[src/rtl/dma_bus_arbiter.sv]
// dma_bus_arbiter: round-robin sharing of memory_bus between the 6502 (cpu_*) and a block-copy DMA (dma_* control), driving mem_*; clk, async active-low reset
module dma_bus_arbiter #(
  parameter int READ_LATENCY = 1,
  parameter int LEN_WIDTH = 16
) (
  input  logic                 clk,
  input  logic                 reset,
  input  logic [15:0]          cpu_address,
  input  logic [7:0]           cpu_data_out,
  output logic [7:0]           cpu_data_in,
  input  logic                 cpu_bus_enable,
  input  logic                 cpu_write_enable,
  output logic                 cpu_ready,
  input  logic                 dma_start,
  input  logic [15:0]          dma_src,
  input  logic [15:0]          dma_dst,
  input  logic [LEN_WIDTH-1:0] dma_length,
  output logic                 dma_busy,
  output logic                 dma_done,
  output logic [15:0]          mem_address,
  output logic [7:0]           mem_data_in,
  input  logic [7:0]           mem_data_out,
  output logic                 mem_bus_enable,
  output logic                 mem_write_enable
);
  localparam logic [2:0] IDLE = 3'd0, ARB = 3'd1, RD = 3'd2, WR = 3'd3, FIN = 3'd4;
  localparam logic [1:0] RD_LAST = 2'(READ_LATENCY);
  logic [2:0] state_q, state_d;
  logic [15:0] src_q, src_d, dst_q, dst_d;
  logic [LEN_WIDTH-1:0] rem_q, rem_d;
  logic [7:0] data_q, data_d;
  logic [1:0] lat_q, lat_d;
  logic last_dma_q, last_dma_d;
  logic cpu_grant;
  assign cpu_grant = state_q == IDLE || state_q == FIN || (state_q == ARB && cpu_bus_enable && last_dma_q);
  always_comb begin
    state_d = state_q;
    src_d = src_q;
    dst_d = dst_q;
    rem_d = rem_q;
    data_d = data_q;
    lat_d = '0;
    last_dma_d = last_dma_q;
    case (state_q)
      IDLE: if (dma_start) begin
        src_d = dma_src;
        dst_d = dma_dst;
        rem_d = dma_length;
        state_d = dma_length == '0 ? FIN : ARB;
      end
      ARB: if (cpu_grant) last_dma_d = 1'b0;
           else state_d = RD;
      RD: if (lat_q == RD_LAST) begin
        data_d = mem_data_out;
        state_d = WR;
      end else lat_d = lat_q + 2'd1;
      WR: begin
        src_d = src_q + 16'd1;
        dst_d = dst_q + 16'd1;
        rem_d = rem_q - LEN_WIDTH'(1);
        last_dma_d = 1'b1;
        state_d = rem_q == LEN_WIDTH'(1) ? FIN : ARB;
      end
      default: state_d = IDLE;
    endcase
  end
  always_ff @(posedge clk or negedge reset) begin
    if (!reset) begin
      state_q <= IDLE;
      src_q <= '0;
      dst_q <= '0;
      rem_q <= '0;
      data_q <= '0;
      lat_q <= '0;
      last_dma_q <= 1'b0;
    end else begin
      state_q <= state_d;
      src_q <= src_d;
      dst_q <= dst_d;
      rem_q <= rem_d;
      data_q <= data_d;
      lat_q <= lat_d;
      last_dma_q <= last_dma_d;
    end
  end
  assign dma_busy = state_q == ARB || state_q == RD || state_q == WR;
  assign dma_done = state_q == FIN;
  assign cpu_ready = cpu_grant || (state_q == ARB && !cpu_bus_enable);
  assign cpu_data_in = mem_data_out;
  assign mem_address = cpu_grant ? cpu_address : (state_q == WR ? dst_q : src_q);
  assign mem_data_in = cpu_grant ? cpu_data_out : data_q;
  assign mem_bus_enable = cpu_grant ? cpu_bus_enable : (state_q == RD || state_q == WR);
  assign mem_write_enable = cpu_grant ? cpu_write_enable : state_q == WR;
endmodule
[config.mk]
export PLATFORM = sky130hd
export DESIGN_NAME = dma_bus_arbiter
export DESIGN_NICKNAME = d
export VERILOG_FILES = /design/src/rtl/dma_bus_arbiter.sv
export SDC_FILE = /design/constraint.sdc
export NUM_CORES = 1
export LEC_CHECK = 0
export CAP_MARGIN = 40
export CORE_MARGIN = 4
export CORE_UTILIZATION = 30
export CTS_BUF_LIST = sky130_fd_sc_hd__clkbuf_16
export DETAILED_ROUTE_END_ITERATION = 6
export MAX_ROUTING_LAYER = met4
export PLACE_DENSITY_LB_ADDON = 0.08
export SETUP_SLACK_MARGIN = 0.2
export SLEW_MARGIN = 0
export SYNTH_ARGS = -nofsm -noshare
export SYNTH_HDL_FRONTEND = slang
export SYNTH_SLANG_ARGS = --single-unit
[constraint.sdc]
create_clock -name clk -period 5.6 [get_ports clk]
set_input_delay 1.12 -clock clk [delete_from_list [all_inputs] [get_ports clk]]
set_output_delay 1.12 -clock clk [all_outputs]
set_load 0.02 [all_outputs]
==> impl_metrics.yaml, run 1 <==
timing:
  hold_viol_final: 0
  setup-violations-final: 0
  maxSlewHeadroom_pct: 58.0
  rsz0062_at_grt: "false"
  tightest_slew_ns: 0.626
  fin_skew_ns: 0.00230
  max_freq_mhz: 216
  finalSetupTns_ns: 0
  period_needed_ns: 4.62
  period_share_pct: 82.5
  timing.final.max_slew_violations: 0
worst_setup_path:
  worst-path-max-fanout: 17
  critPathArrivalTime_ns: 3.50
  required_ns: 4.48
  critPathKind: "primary input to output port"
  cp_slowest_cell: "clkdlybuf4s50_1"
  worstSetupEndpointType: "output port"
  crit_chain: "clkdlybuf4s50_1 > nand3b_1 > a21oi_4 > buf_4 > mux2_2 > clkdlybuf4s50_1"
  cp-start-kind: "primary input"
  cpMostUsedCell: "clkdlybuf4s50_1"
  max_stage_delay_ns: 0.60
floorplanning:
  fp.dieArea_um2: 15000
  start_util_pct: 31.0
  ioPinCount: 122
  die_h_um: 123
  die_w_um: 123
  num_rows: 41
  core_um2: 12700
placement:
  gp_congestion: 0.768
  dp.cells: 701
  place_hpwl_um: 8610
  port_buffers: 121
clocking:
  cts_buffers: 9
  cts-root-buf: "clkbuf_16"
  htree_levels: 3
  clkLatencyLatePin_ns: 0.33
  cts-hold-fix-buffers: 0
  cts_resized: 0
  cts_tree: "done"
  cts_buffer_depth: 2
  cts_setup_buffers: 0
  clk_pin_slew_ns: 0.05
  cts_sinks: 62
synthesis:
  yosysUniqueCellTypes: 52
  synth-edff-count: 0
  ys.flop_type: "dfrtp_1"
  synth_cells: 437
  yosys.area_share.xor_xnor_pct: 0
  synth-compound-area-share_pct: 19.9
  syn_area_um2: 3940
  synth_nets: 526
  synthSimpleGateAreaFrac_pct: 25.1
  synth-seq-area-share_pct: 39.4
  synth_top_family_by_area: "simple AND/OR/NAND/NOR gates"
  muxShareOfSynthArea_pct: 8.39
  synthAdderAreaFrac_pct: 1.27
  synth_area_per_cell_um2: 9.01
  ys_ff_latch: 62
  yosys_warnings: 0
  synthArstFlopShare_pct: 100
global_route:
  grt_max_degree: 45
  overflow: 0
  grt_pass1_wl_um: 19600
  antenna_found_initial: 0
  globalRouteTotalUtil_pct: 17.1
  first_global_vias: 3807
worst_hold_path:
  worstHoldPathType: "flop to flop"
cells_and_area:
  layout-drive-gt1-share_pct: 8.64
  area_delta_synth_final_pct: 39.1
  final_nets: 629
  num_antenna_cells: 0
  final.fill_count: 1311
  final_cell_count_no_fill: 716
routing:
  detail_route.wl_per_cell_um: 17.0
  ant_nets: 0
  drcViolationCount: 0
  vias: 3773
  drt-initial-drc-count: 218
  wl_um: 12100
  drtPass1Iterations: 5
  viasPerCell: 5.27
pwr:
  power.leakage_nw: 2.22
  power_density_nw_per_um2: 539
  totalPowerFinal_mw: 2.95
  ir_drop_uv: 197
status:
  outcome: "finished, final reports clean"
job:
  cap_violations: 0
## kinds of logic (layout without fill, tap and decap cells)
group           after synthesis  after routing
simple gates                182            182
mux                          31             31
buf+inv                      44            151
fa+ha+maj                     4              4
compound gates              114            114
flops                        62             62
## cell type report
class	instances	area (um^2)	area share, %
clock buffers	9	225	4.11
clock inverters	6	22.5	0.411
inverters	8	30.0	0.548
multi-input cells	331	2160	39.5
flip-flops and latches	62	1550	28.3
well taps	172	215	3.93
repair buffers	128	1270	23.2
## synth_stat cells, drive strengths merged (3+ instances only)
cell type / n / share of area (%)
a211oi: 17 / 3.2
a21o: 6 / 1.1
a21oi: 18 / 2.3
a221o: 5 / 1.3
a311oi: 11 / 2.4
a31oi: 3 / 0.48
and2: 7 / 1.1
and3: 9 / 1.4
and4: 5 / 1.1
buf: 25 / 4.1
clkbuf: 11 / 1.0
dfrtp: 62 / 39
ha: 4 / 1.3
inv: 8 / 0.76
mux2: 16 / 4.6
mux2i: 15 / 3.8
nand2: 52 / 5.0
nand3: 17 / 2.2
nand4: 10 / 1.6
nor2: 37 / 3.5
nor3: 15 / 2.0
nor4: 8 / 2.2
o211ai: 10 / 1.9
o21ai: 25 / 3.2
o22ai: 4 / 0.64
o311ai: 5 / 1.1
or2: 3 / 0.48
or3: 3 / 0.48
or4: 3 / 0.57
## through the flow
step	hold slack [ns]	util, %	setup slack (ns)	cell area (um^2)
6_report	0.459	43.1	0.981	5480
5_1_grt	0.518	43.1	0.849	5480
4_1_cts	0.468	43.1	0.966	5480
3_5_place_dp	0.454	41.1	0.965	5230
3_3_place_gp	0.438	41.0	1.01	5210
2_1_floorplan	0.421	-	2.33	3940
## where the power goes
part | internal [mW] | total, mW | switching, mW
logic | 0.723 | 1.54 | 0.821
registers | 0.664 | 0.926 | 0.262
clock network | 0.287 | 0.482 | 0.195
total | 1.67 | 2.95 | 1.28
## critical path, delay by kind of cell
| family | cells | cell delay, ns |
|---|---|---|
| AND/OR/NAND/NOR | 1 | 0.17 |
| multiplexers | 1 | 0.35 |
| buffers and inverters | 3 | 1.42 |
| AO/OA/AOI/OAI | 1 | 0.43 |
## registers in the layout (all words and copies together), names as in the netlist
name	count
rem_q	16
data_q	8
state_q	3
dst_q	16
last_dma_q	1
lat_q	2
src_q	16
## placed cells by master, fill, tap and decap left out, types with 7 or more instances in the layout
master | netlist | layout
clkdlybuf4s50_1 | 0 | 120
dfrtp_1 | 62 | 62
o21ai_0 | 25 | 25
mux2i_1 | 15 | 15
o211ai_1 | 10 | 10
a311oi_1 | 11 | 11
nand4_1 | 10 | 10
nand3_1 | 17 | 17
nor3_1 | 14 | 14
and3_1 | 9 | 9
inv_1 | 8 | 10
nand2_1 | 51 | 51
nor2_1 | 37 | 37
and2_1 | 7 | 7
clkbuf_16 | 0 | 9
a211oi_1 | 17 | 17
a21oi_1 | 18 | 17
mux2_2 | 16 | 16
## final timing paths
kind | start | end | slack (ns) | cells after the start
min in group asynchronous | reset | src_q[3] | 0.82 | 2
max | cpu_bus_enable | mem_data_in[5] | 0.98 | 6
max in group asynchronous | reset | data_q[4] | 4.25 | 3
max reg2reg | state_q[1] | src_q[15] | 3.01 | 4
min | lat_q[0] | lat_q[0] | 0.46 | 1
min reg2reg | lat_q[0] | lat_q[0] | 0.46 | 1
## routing by layer
layer	vias up	GRT usage, %	routed length [um]
met1	1810	20.8	5260
met2	100	28.5	6110
li1	1851	-	-
met3	12	4.38	642
met4	0	4.41	140
met5	-	-	0
Note: power is estimated with default switching activity, not from simulation.
==> run 2, diff against run 1 <==
- clock period: 5.6 -> 3.75 ns (I/O delays scaled with it)
==> run 2 against run 1 <==
Compared with the run above:
- die area unchanged
- core utilization up 0.41 points
- flip-flop and latch count is the same
- register-to-register slack worse by 1.9 ns
- sequential share of layout area fell by 0.27 points
- clock-buffer cell count did not move
- critical path type unchanged
- critical endpoint is now mem_bus_enable
==> impl_metrics.yaml, run 2 (synthesis gave the netlist of run 1 again) <==
placement:
  place_hpwl_um: 8760
  port_buffers: 121
  post_dp_cell_area_um2: 5260
  gp_congestion: 0.772
clocking:
  clk_pin_slew_ns: 0.05
  cts_tree: "done"
  cts_buffer_depth: 2
  clkLatencyLatePin_ns: 0.34
  cts_buffers: 9
  cts_sinks: 62
  htree_levels: 3
  cts-root-buf: "clkbuf_16"
routing:
  detail_route.wl_per_cell_um: 17.1
  viasPerCell: 5.23
  ant_nets: 0
  vias: 3764
  drcViolationCount: 0
  drtPass1Iterations: 4
  wl_um: 12300
  drt-initial-drc-count: 250
cells_and_area:
  num_antenna_cells: 0
  area_delta_synth_final_pct: 40.5
  most-common-layout-cells: "110 x clkdlybuf4s50_1, 62 x dfrtp_1, 51 x nand2_1"
  layout-drive-gt1-share_pct: 9.31
  final.fill_count: 1324
  regArea_um2: 1550
  design_area_um2: 5530
  multi_input_area_um2: 2170
  final_nets: 632
  layout_commonest_cell: "clkdlybuf4s50_1"
  top_regs: "dst_q (16), rem_q (16), src_q (16)"
floorplanning:
  ioPinCount: 122
  die_h_um: 123
  num_rows: 41
  core_um2: 12700
  start_util_pct: 31.0
  fp.dieArea_um2: 15000
  die_w_um: 123
worst_setup_path:
  crit_chain: "clkdlybuf4s50_1 > nand3b_1 > a21oi_4 > buf_4 > nand2_1 > o21ai_0 > clkdlybuf4s50_1"
  cpMostUsedCell: "clkdlybuf4s50_1"
  regToRegSetupSlack_ns: 1.10
  worst-path-max-fanout: 10
  path_buf_inv: 3
  cp_slowest_cell: "clkdlybuf4s50_1"
  worstReg2RegEnd: "src_q[15]"
  cp-start-kind: "primary input"
  critPathKind: "primary input to output port"
  critPathArrivalTime_ns: 2.66
  r2r-start: "state_q[0]"
  worstSetupEndpointType: "output port"
  max_stage_delay_ns: 0.64
  critical-path-top-delay-family: "buffers and inverters"
  reg2reg_depth: 5
  required_ns: 3.00
timing:
  rsz0062_at_grt: "false"
  hold_viol_final: 0
  max_freq_mhz: 293
  tightest_slew_ns: 0.667
  setup-violations-final: 0
  maxSlewHeadroom_pct: 55.2
  period_share_pct: 90.9
  finalSetupTns_ns: 0
  fin_skew_ns: 0.00863
  period_needed_ns: 3.41
  timing.final.max_slew_violations: 0
pwr:
  p_comb_share_pct: 52.6
  p_switching_mw: 1.93
  power.leakage_nw: 2.33
  p_seq_share_pct: 31.2
  clkPwrFrac_pct: 16.3
  internal_power_mw: 2.52
  totalPowerFinal_mw: 4.45
  swShare_pct: 43.3
  power_density_nw_per_um2: 804
  ir_drop_uv: 240
global_route:
  globalRouteTotalUtil_pct: 17.3
  antenna_found_initial: 0
  grt_max_degree: 44
  first_global_vias: 3768
  grt_pass1_wl_um: 19700
  overflow: 0
status:
  outcome: "finished, final reports clean"
worst_hold_path:
  worstHoldPathType: "primary input to asynchronous set/reset pin"
job:
  cap_violations: 0
[run 2: worst max-delay path by stage]
stage	start	endpoint	slack [ns]	cells past startpoint
global route	state_q[2]	mem_address[2]	0.22	5
finish	cpu_bus_enable	mem_bus_enable	0.34	7
global placement	cpu_bus_enable	mem_data_in[1]	0.25	6
floorplan	cpu_bus_enable	mem_data_in[1]	1.22	4
detailed placement	cpu_bus_enable	mem_data_in[5]	0.22	6
CTS	cpu_bus_enable	mem_data_in[5]	0.22	6
[run 2: stage by stage]
step | util (%) | hold WS, ns | std cells | setup WS [ns]
2_1_floorplan | - | 0.421 | 437 | 1.22
3_3_place_gp | 41.3 | 0.436 | 704 | 0.248
3_5_place_dp | 41.3 | 0.445 | 704 | 0.218
4_1_cts | 43.3 | 0.456 | 720 | 0.215
5_1_grt | 43.5 | 0.465 | 720 | 0.224
6_report | 43.5 | 0.446 | 720 | 0.342
[run 2: final cells by class]
| cell class | instances | area share, % |
|---|---|---|
| Multi-Input combinational cell | 331 | 39.1 |
| Sequential cell | 62 | 28.0 |
| Timing Repair Buffer | 131 | 23.8 |
| Clock buffer | 9 | 4.07 |
| Tap cell | 172 | 3.89 |
| Inverter | 8 | 0.543 |
| Clock inverter | 7 | 0.475 |
[run 2: power by group through the flow]
stage / clock network (mW) / logic [mW] / registers, mW
3_3_place_gp: 0 / 2.35 / 1.38
6_report: 0.724 / 2.34 / 1.39
5_1_grt: 0.780 / 2.58 / 1.44
2_1_floorplan: 0 / 1.59 / 1.24
3_5_place_dp: 0 / 2.38 / 1.39
4_1_cts: 0.750 / 2.39 / 1.38
[run 2: repair_timing]
| item | 4_1_cts | 5_1_grt |
|---|---|---|
| setup endpoints to repair | 0 | 11 |
| gates resized for setup | 0 | 11 |
| hold buffers | 0 | 0 |
| setup buffers | 0 | 0 |
[run 2: metal layers]
metal / track usage, % / wire (um) / vias to the layer above / part of all wire [%]
met3: 4.93 / 624 / 8 / 5.1
met1: 21.3 / 5410 / 1822 / 44
met4: 3.92 / 85 / 0 / 0.69
met5: - / 0 / - / 0
li1: - / - / 1853 / -
met2: 28.2 / 6200 / 81 / 50
